--- config.mk ---
export PLATFORM = sky130hd
export DESIGN_NAME = mccu_fsm
export DESIGN_NICKNAME = d
export VERILOG_FILES = /design/src/rtl/mccu_pkg.sv /design/src/rtl/mccu_decode.sv /design/src/rtl/mccu_fsm.sv
export SDC_FILE = /design/constraint.sdc
export NUM_CORES = 1
export LEC_CHECK = 0
export ABC_AREA = 1
export CORE_ASPECT_RATIO = 0.8
export CORE_UTILIZATION = 25
export CTS_BUF_LIST = sky130_fd_sc_hd__clkbuf_8
export CTS_CLUSTER_DIAMETER = 80
export CTS_CLUSTER_SIZE = 16
export DETAILED_ROUTE_END_ITERATION = 12
export PLACE_DENSITY = 0.51
export SLEW_MARGIN = 10
export SYNTH_ARGS = -nofsm -noshare
export SYNTH_HDL_FRONTEND = slang
export SYNTH_SLANG_ARGS = --single-unit
--- constraint.sdc ---
create_clock -name clk -period 3.2 [get_ports clk]
set_clock_uncertainty 0.2 [all_clocks]
set_input_delay 0.64 -clock clk [delete_from_list [all_inputs] [get_ports clk]]
set_output_delay 0.64 -clock clk [all_outputs]
set_load 0.02 [all_outputs]
--- src/rtl/mccu_pkg.sv ---
// Shared encodings for the multi-cycle MIPS control unit: states, opcodes,
// function fields, ALU ops, next-PC selects and the decoded-instruction record.
package mccu_pkg;

  typedef enum logic [2:0] {
    S_IF  = 3'd0,
    S_ID  = 3'd1,
    S_EXE = 3'd2,
    S_MEM = 3'd3,
    S_WB  = 3'd4
  } state_t;

  localparam logic [5:0] OP_RTYPE = 6'b000000;
  localparam logic [5:0] OP_J     = 6'b000010;
  localparam logic [5:0] OP_JAL   = 6'b000011;
  localparam logic [5:0] OP_BEQ   = 6'b000100;
  localparam logic [5:0] OP_BNE   = 6'b000101;
  localparam logic [5:0] OP_ADDI  = 6'b001000;
  localparam logic [5:0] OP_ANDI  = 6'b001100;
  localparam logic [5:0] OP_ORI   = 6'b001101;
  localparam logic [5:0] OP_XORI  = 6'b001110;
  localparam logic [5:0] OP_LUI   = 6'b001111;
  localparam logic [5:0] OP_LW    = 6'b100011;
  localparam logic [5:0] OP_SW    = 6'b101011;

  localparam logic [5:0] FN_SLL = 6'b000000;
  localparam logic [5:0] FN_SRL = 6'b000010;
  localparam logic [5:0] FN_SRA = 6'b000011;
  localparam logic [5:0] FN_JR  = 6'b001000;
  localparam logic [5:0] FN_ADD = 6'b100000;
  localparam logic [5:0] FN_SUB = 6'b100010;
  localparam logic [5:0] FN_AND = 6'b100100;
  localparam logic [5:0] FN_OR  = 6'b100101;
  localparam logic [5:0] FN_XOR = 6'b100110;

  localparam logic [3:0] ALUC_ADD = 4'b0000;
  localparam logic [3:0] ALUC_SUB = 4'b0100;
  localparam logic [3:0] ALUC_AND = 4'b0001;
  localparam logic [3:0] ALUC_OR  = 4'b0101;
  localparam logic [3:0] ALUC_XOR = 4'b0010;
  localparam logic [3:0] ALUC_LUI = 4'b0110;
  localparam logic [3:0] ALUC_SLL = 4'b0011;
  localparam logic [3:0] ALUC_SRL = 4'b0111;
  localparam logic [3:0] ALUC_SRA = 4'b1111;

  localparam logic [1:0] PC_SEQ = 2'b00;
  localparam logic [1:0] PC_BR  = 2'b01;
  localparam logic [1:0] PC_JR  = 2'b10;
  localparam logic [1:0] PC_JMP = 2'b11;

  typedef struct packed {
    logic       legal;
    logic       is_jr;
    logic       is_j;
    logic       is_jal;
    logic       is_lw;
    logic       is_sw;
    logic       is_beq;
    logic       is_bne;
    logic       aluimm;
    logic       shift;
    logic       sext;
    logic       regrt;
    logic [3:0] aluc;
  } dec_t;

  localparam dec_t DEC_NONE = '{default: 1'b0};

endpackage

--- src/rtl/mccu_decode.sv ---
// Combinational instruction decoder: op/func to instruction-class flags and
// the ALU/datapath selects shared by the EXE and WB states.
module mccu_decode
  import mccu_pkg::*;
(
  input  logic [5:0] op,
  input  logic [5:0] func,
  output dec_t       dec
);

  // Classify the instruction; anything not listed stays at DEC_NONE (illegal).
  always_comb begin
    dec = DEC_NONE;
    case (op)
      OP_RTYPE: begin
        case (func)
          FN_ADD: begin dec.legal = 1'b1; dec.aluc = ALUC_ADD; end
          FN_SUB: begin dec.legal = 1'b1; dec.aluc = ALUC_SUB; end
          FN_AND: begin dec.legal = 1'b1; dec.aluc = ALUC_AND; end
          FN_OR:  begin dec.legal = 1'b1; dec.aluc = ALUC_OR;  end
          FN_XOR: begin dec.legal = 1'b1; dec.aluc = ALUC_XOR; end
          FN_SLL: begin dec.legal = 1'b1; dec.shift = 1'b1; dec.aluc = ALUC_SLL; end
          FN_SRL: begin dec.legal = 1'b1; dec.shift = 1'b1; dec.aluc = ALUC_SRL; end
          FN_SRA: begin dec.legal = 1'b1; dec.shift = 1'b1; dec.aluc = ALUC_SRA; end
          FN_JR:  begin dec.legal = 1'b1; dec.is_jr = 1'b1; end
          default: dec = DEC_NONE;
        endcase
      end
      OP_ADDI: begin
        dec.legal = 1'b1; dec.aluimm = 1'b1; dec.sext = 1'b1; dec.regrt = 1'b1;
        dec.aluc = ALUC_ADD;
      end
      OP_ANDI: begin dec.legal = 1'b1; dec.aluimm = 1'b1; dec.regrt = 1'b1; dec.aluc = ALUC_AND; end
      OP_ORI:  begin dec.legal = 1'b1; dec.aluimm = 1'b1; dec.regrt = 1'b1; dec.aluc = ALUC_OR;  end
      OP_XORI: begin dec.legal = 1'b1; dec.aluimm = 1'b1; dec.regrt = 1'b1; dec.aluc = ALUC_XOR; end
      OP_LUI:  begin dec.legal = 1'b1; dec.aluimm = 1'b1; dec.regrt = 1'b1; dec.aluc = ALUC_LUI; end
      OP_LW: begin
        dec.legal = 1'b1; dec.is_lw = 1'b1; dec.aluimm = 1'b1; dec.sext = 1'b1;
        dec.regrt = 1'b1; dec.aluc = ALUC_ADD;
      end
      OP_SW: begin
        dec.legal = 1'b1; dec.is_sw = 1'b1; dec.aluimm = 1'b1; dec.sext = 1'b1;
        dec.aluc = ALUC_ADD;
      end
      OP_BEQ: begin dec.legal = 1'b1; dec.is_beq = 1'b1; dec.sext = 1'b1; dec.aluc = ALUC_SUB; end
      OP_BNE: begin dec.legal = 1'b1; dec.is_bne = 1'b1; dec.sext = 1'b1; dec.aluc = ALUC_SUB; end
      OP_J:    begin dec.legal = 1'b1; dec.is_j = 1'b1; end
      OP_JAL:  begin dec.legal = 1'b1; dec.is_jal = 1'b1; end
      default: dec = DEC_NONE;
    endcase
  end

endmodule

--- src/rtl/mccu_fsm.sv ---
// Multi-cycle MIPS control unit: IF/ID/EXE/MEM/WB sequencer with a bounded
// memory-wait watchdog. Outputs decode combinationally from state and inputs.
module mccu_fsm
  import mccu_pkg::*;
#(
  parameter int unsigned WAIT_MAX = 15
) (
  input  logic       clk,
  input  logic       rst,
  input  logic [5:0] op,
  input  logic [5:0] func,
  input  logic       z,
  input  logic       mem_rdy,
  output logic       wpc,
  output logic       wir,
  output logic       wmem,
  output logic       wreg,
  output logic       iord,
  output logic       regrt,
  output logic       m2reg,
  output logic       shift,
  output logic       aluimm,
  output logic       jal,
  output logic       sext,
  output logic [3:0] aluc,
  output logic [1:0] pcsource,
  output logic       illegal,
  output logic       timeout,
  output logic [2:0] state
);

  localparam int CW = (WAIT_MAX < 32'd1) ? 1 : $clog2(WAIT_MAX + 32'd1);
  localparam logic [CW-1:0] WAIT_LIM = CW'(WAIT_MAX);
  localparam logic [CW-1:0] CNT_ONE  = CW'(1'b1);

  state_t          state_r;
  state_t          next_s;
  logic [CW-1:0]   cnt_r;
  dec_t            dec_s;
  logic            wait_s;
  logic            wpc_s, wir_s, wmem_s, wreg_s, illegal_s, timeout_s;

  mccu_decode u_decode (
    .op   (op),
    .func (func),
    .dec  (dec_s)
  );

  assign wait_s = ((state_r == S_IF) || (state_r == S_MEM)) && !mem_rdy;

  // Next-state and control-output decode for the current state.
  always_comb begin
    next_s    = S_IF;
    wpc_s     = 1'b0;
    wir_s     = 1'b0;
    wmem_s    = 1'b0;
    wreg_s    = 1'b0;
    illegal_s = 1'b0;
    timeout_s = 1'b0;
    iord      = 1'b0;
    regrt     = 1'b0;
    m2reg     = 1'b0;
    shift     = 1'b0;
    aluimm    = 1'b0;
    jal       = 1'b0;
    sext      = 1'b0;
    aluc      = ALUC_ADD;
    pcsource  = PC_SEQ;
    case (state_r)
      S_IF: begin
        if (mem_rdy) begin
          wir_s  = 1'b1;
          wpc_s  = 1'b1;
          next_s = S_ID;
        end else if (cnt_r == WAIT_LIM) begin
          timeout_s = 1'b1;
          next_s    = S_IF;
        end else begin
          next_s = S_IF;
        end
      end
      S_ID: begin
        if (dec_s.is_j) begin
          wpc_s    = 1'b1;
          pcsource = PC_JMP;
        end else if (dec_s.is_jal) begin
          wpc_s    = 1'b1;
          pcsource = PC_JMP;
          jal      = 1'b1;
          wreg_s   = 1'b1;
        end else if (dec_s.is_jr) begin
          wpc_s    = 1'b1;
          pcsource = PC_JR;
        end else if (!dec_s.legal) begin
          illegal_s = 1'b1;
        end else begin
          next_s = S_EXE;
        end
      end
      S_EXE: begin
        aluc   = dec_s.aluc;
        aluimm = dec_s.aluimm;
        shift  = dec_s.shift;
        sext   = dec_s.sext;
        if (dec_s.is_beq || dec_s.is_bne) begin
          if ((dec_s.is_beq && z) || (dec_s.is_bne && !z)) begin
            wpc_s    = 1'b1;
            pcsource = PC_BR;
          end else begin
            wpc_s = 1'b0;
          end
        end else if (dec_s.is_lw || dec_s.is_sw) begin
          next_s = S_MEM;
        end else begin
          next_s = S_WB;
        end
      end
      S_MEM: begin
        iord = 1'b1;
        if (mem_rdy) begin
          wmem_s = dec_s.is_sw;
          next_s = dec_s.is_lw ? S_WB : S_IF;
        end else if (cnt_r == WAIT_LIM) begin
          // Watchdog abort: suppress the store so memory is left untouched.
          timeout_s = 1'b1;
        end else begin
          wmem_s = dec_s.is_sw;
          next_s = S_MEM;
        end
      end
      S_WB: begin
        wreg_s = 1'b1;
        m2reg  = dec_s.is_lw;
        regrt  = dec_s.regrt;
        aluc   = dec_s.aluc;
        aluimm = dec_s.aluimm;
        shift  = dec_s.shift;
        sext   = dec_s.sext;
      end
      default: next_s = S_IF;
    endcase
  end

  // State register and wait counter; counter restarts on every state entry or timeout.
  always_ff @(posedge clk) begin
    if (rst) begin
      state_r <= S_IF;
      cnt_r   <= {CW{1'b0}};
    end else begin
      state_r <= next_s;
      if (timeout_s || (next_s != state_r)) begin
        cnt_r <= {CW{1'b0}};
      end else if (wait_s) begin
        cnt_r <= cnt_r + CNT_ONE;
      end else begin
        cnt_r <= cnt_r;
      end
    end
  end

  assign wpc     = wpc_s     & ~rst;
  assign wir     = wir_s     & ~rst;
  assign wmem    = wmem_s    & ~rst;
  assign wreg    = wreg_s    & ~rst;
  assign illegal = illegal_s & ~rst;
  assign timeout = timeout_s & ~rst;
  assign state   = state_r;

endmodule

Word level (Yosys, flattened, before mapping). Index checks and enable logic that the tools add are counted.

Logic and storage cells: 122. Register bits: 7. Output and inout bits: 22.

Mux-type cells: 64. Equality and inequality tests: 25. $add $sub $neg: 1. Reduce and logical (&&, ||, !) cells: 23. Bitwise operators: 7.

Operators by type and width (count): 1-bit two-way mux (44); 6-bit equality test (second input constant) (7); 6-bit by 4-bit equality test with 1-bit output (second input constant) (6); 4-bit case mux with 7 select lines (1); 6-bit by 2-bit equality test with 1-bit output (second input constant) (4); 4-bit case mux with 6 select lines (1); 2-bit two-way mux (8); 6-bit by 3-bit equality test with 1-bit output (second input constant) (2); 6-bit logical NOT (2); 3-bit two-way mux (4); 3-bit case mux with 4 select lines (1); 11-bit OR reduction (1); 9-bit OR reduction (1); 2-bit OR reduction (4); 7-bit OR reduction (1); 1-bit AND (6); 3-bit by 2-bit equality test with 1-bit output (second input constant) (2); 6-bit OR reduction (1); 1-bit logical OR (5); 5-bit OR reduction (1); 4-bit by 1-bit adder with 4-bit output (second input constant) (1); 4-bit equality test (second input constant) (1); 4-bit two-way mux (1); 1-bit case mux with 2 select lines (2); 10 further kinds (13).

Logic depth before layout (Yosys ltp).
Word-level depth: 12. Depth in mapped cells: 10. Mapped depth without buffers: 10.

Hierarchy. A second synthesis with hierarchy kept.

Cell total of the unflattened synthesis: 191. Area, all modules: 997.2 um^2.

By module, submodules not included: mccu_fsm (cells each 118, seq. area each 140.1 um^2, instances 1, area an instance 644.4 um^2); mccu_decode (cells each 73, seq. area each 0.0 um^2, instances 1, area an instance 352.8 um^2).

Worst setup path after synthesis. OpenSTA, ideal clock, no wires.

Kind: input port to output port. From: in op[1]. To: out wmem. Stages: 5. Arrival: 2.063 ns. Data required time: 2.360 ns. Slack: 0.297 ns. Path buffers: 1. Cells stage by stage: buf_6 > nand2_1 > nor2_2 > nand2_1 > a2111oi_0.

Cells in the longest elaborated chain, start to end: 6.

Ends and longest elaborated chain: from (decl) (line mccu_fsm.sv:10) `input logic [5:0] op,`; 6-bit equality test * (line mccu_decode.sv:14) `case (op)`; 1-bit two-way mux *; 1-bit two-way mux (line mccu_fsm.sv:123) `end else if (cnt_r == WAIT_LIM) begin`; 1-bit two-way mux * (line mccu_fsm.sv:120) `if (mem_rdy) begin`; 1-bit two-way mux * (line mccu_fsm.sv:69) `case (state_r)`; 1-bit AND * (line mccu_fsm.sv:163) `assign wmem = wmem_s & ~rst;`; to (decl) (line mccu_fsm.sv:16) `output logic wmem,`.

Every way passes the cells marked *; elsewhere a longest branch is shown, timed or not.

Final worst setup path.
From: in op[0]. To: out wmem.

The elaborated chain is that of the path after synthesis.

==> results_dict.tcl <==
set metrics [dict create \
    status "completed" \
    place_area_um2 1520 \
    met1_usage 0.220 \
    area_growth_pct 65.2 \
    portBuffers 37 \
    critPathArrivalTime_ns 2.25 \
    cp.required_ns 2.36 \
    antenna_left 0 \
    hold_viol_final 0 \
    startpoint_type "primary input" \
    wl_per_cell_um 10.5 \
    hold_path.class "register to register" \
    diodes 0 \
    die_w_um 70.4 \
    postCtsSetupRepairBufs 0 \
    dr_total_vias 1205 \
    grt.met2_usage 0.203 \
    coreArea_um2 3490 \
    drtIter0Drc 52 \
    leakagePower_nw 0.794 \
    min-delay-start "cnt_r[3]$_SDFFE_PP0P_" \
    grt_pass1_wl_mm 4.73 \
    drcViolationCount 0 \
    synth_area_per_cell_um2 5.73 \
    synth-edff-count 0 \
    num_rows 19 \
    postCtsHoldBufs 0 \
    yosysWarnings 0 \
    ir_drop_v 0.000159 \
    syn_inst 163 \
    totalWireLength_mm 2.81 \
    grt_max_degree 10 \
    grtUsageMet3 0.0485 \
    synth-seq-area-share 0.150 \
    gp_congestion 0.863 \
    fp.dieH_um 56.7 \
    fp.dieArea_um2 3990 \
    cts_tree "done" \
    viasPerCell 4.51 \
    async_reset_ff_frac 0 \
    h-tree-depth 1 \
    tightestPinTransition_ns 0.374 \
    ys_ff_latch 7 \
    cellPowerDensity_nw_per_um2 205 \
    antenna_found_initial 0 \
    drv_slew 0 \
    synth_common_cells "inv_1, nand2_1, nor2_1" \
    slew_headroom 0.750 \
    clockBufferDepth 2 \
    ys.flop_type "dfxtp_1" \
    dp_cells 263 \
    cp-end-kind "output port" \
    min_period_over_period 0.967 \
    hpwl_mm 2.38 \
    final.min_clock_period_ns 3.09 \
    clkTransAtPathRegs_ns 0.04 \
    worstSetupStartpoint "op[0]" \
    drv_cap 0 \
    holdWs_ns 0.334 \
    fin_cells 267 \
    netlist_area_um2 935 \
    synth_top_area_frac 0.150 \
    grt_pass1_vias 1100 \
    setup_viol 0 \
    busiest_layer "met1" \
    synth_cell_types 34 \
    cts-buffers-inserted 3 \
    initial_utilization 0.267 \
    nets 243 \
    clock_latency_ns 0.23 \
    p_total_uw 317 \
    fmax_mhz 323 \
    crit_path_max_fanout 3 \
    synth_area_leaders "dfxtp_1, inv_1, nand2_1" \
    overflow 0 \
    worst-setup-path-type "primary input to output port" \
    r2r-start "state[2]$_SDFF_PP0_" \
    root_buffer "clkbuf_8" \
    track_usage 0.146 \
    io_pins 38 \
    cts_num_sinks 7 \
    drive_gt1_frac 0.218 \
    fill_cells 379 \
    finish.instance_area_um2 1540 \
    syn_nets 180 \
    first_pass_iters 4 \
    yosysTopAreaCell "dfxtp_1" \
]
area by class of cell:
cell class	instances	area, um^2	area share
multi-input combinational	121	669	0.434
timing repair buffer	60	513	0.332
sequential	7	140	0.0908
inverter	33	124	0.0802
tap	42	52.6	0.0340
clock buffer	3	41.3	0.0267
clock inverter	1	3.75	0.00243
state kept, by name, summed over array words and instances, names as in the netlist:
| register | cells |
|---|---|
| cnt_r | 4 |
| state | 3 |
cell families (layout without fill, tap and decap cells):
group,count (synthesis),after routing,synth area share
DFF,7,7,0.150
and+or+nand+nor,101,101,0.534
muxes,1,1,0.0107
buffers and inverters,35,97,0.149
adders and majority gates,1,1,0.0134
AOI/OAI and AO/OA,15,15,0.115
xor gates and xnor gates,3,3,0.0281
placed cells by master (no fill, tap or decap), drive strengths merged, types with 4 or more instances in the layout:
master         count
a21oi              4
buf               23
clkbuf             6
clkdlybuf4s50     21
dfxtp              7
dlygate4sd2       11
inv               34
nand2             32
nand3             20
nand4              8
nor2              34
nor3               4
routing by layer:
metal | vias up | share of wire
met2 | 40 | 0.37
met1 | 516 | 0.55
met5 | - | 0
met4 | 0 | 0
li1 | 649 | -
met3 | 0 | 0.082
stage by stage:
stage | TNS, ns | setup WS, ns | utilization
4_1_cts | 0 | 0.00950 | 0.443
3_3_place_gp | -2.16 | -0.308 | 0.434
5_1_grt | -0.0249 | -0.0249 | 0.442
2_1_floorplan | 0 | 0.297 | -
6_report | 0 | 0.106 | 0.442
3_5_place_dp | -2.54 | -0.293 | 0.434
worst paths after layout:
check / end / slack, ns / cells after the start
worst max register to register: cnt_r[2]$_SDFFE_PP0P_ / 1.48 / 9
worst max-delay path: wmem / 0.11 / 6
worst min register to register: cnt_r[3]$_SDFFE_PP0P_ / 0.33 / 2
worst min-delay path: cnt_r[3]$_SDFFE_PP0P_ / 0.33 / 2
critical path: stages:
cell             delay (ns)
clkdlybuf4s50_1        0.56
nand2_1                0.11
nor2_2                 0.16
nand2_1                0.09
a2111oi_1              0.31
dlygate4sd1_1          0.37
power breakdown:
group / internal [mW] / switching (mW) / leakage (nW)
logic: 0.0483 / 0.0543 / 0.711
clock network: 0.0829 / 0.0378 / 0.0269
registers: 0.0903 / 0.00336 / 0.0568
what timing repair did:
action	in CTS	in global routing
resized for setup	18	12
endpoints found under the hold margin	0	0
pin swaps	0	0
setup endpoints to repair	15	6
Note: power is estimated with default switching activity, not from simulation.
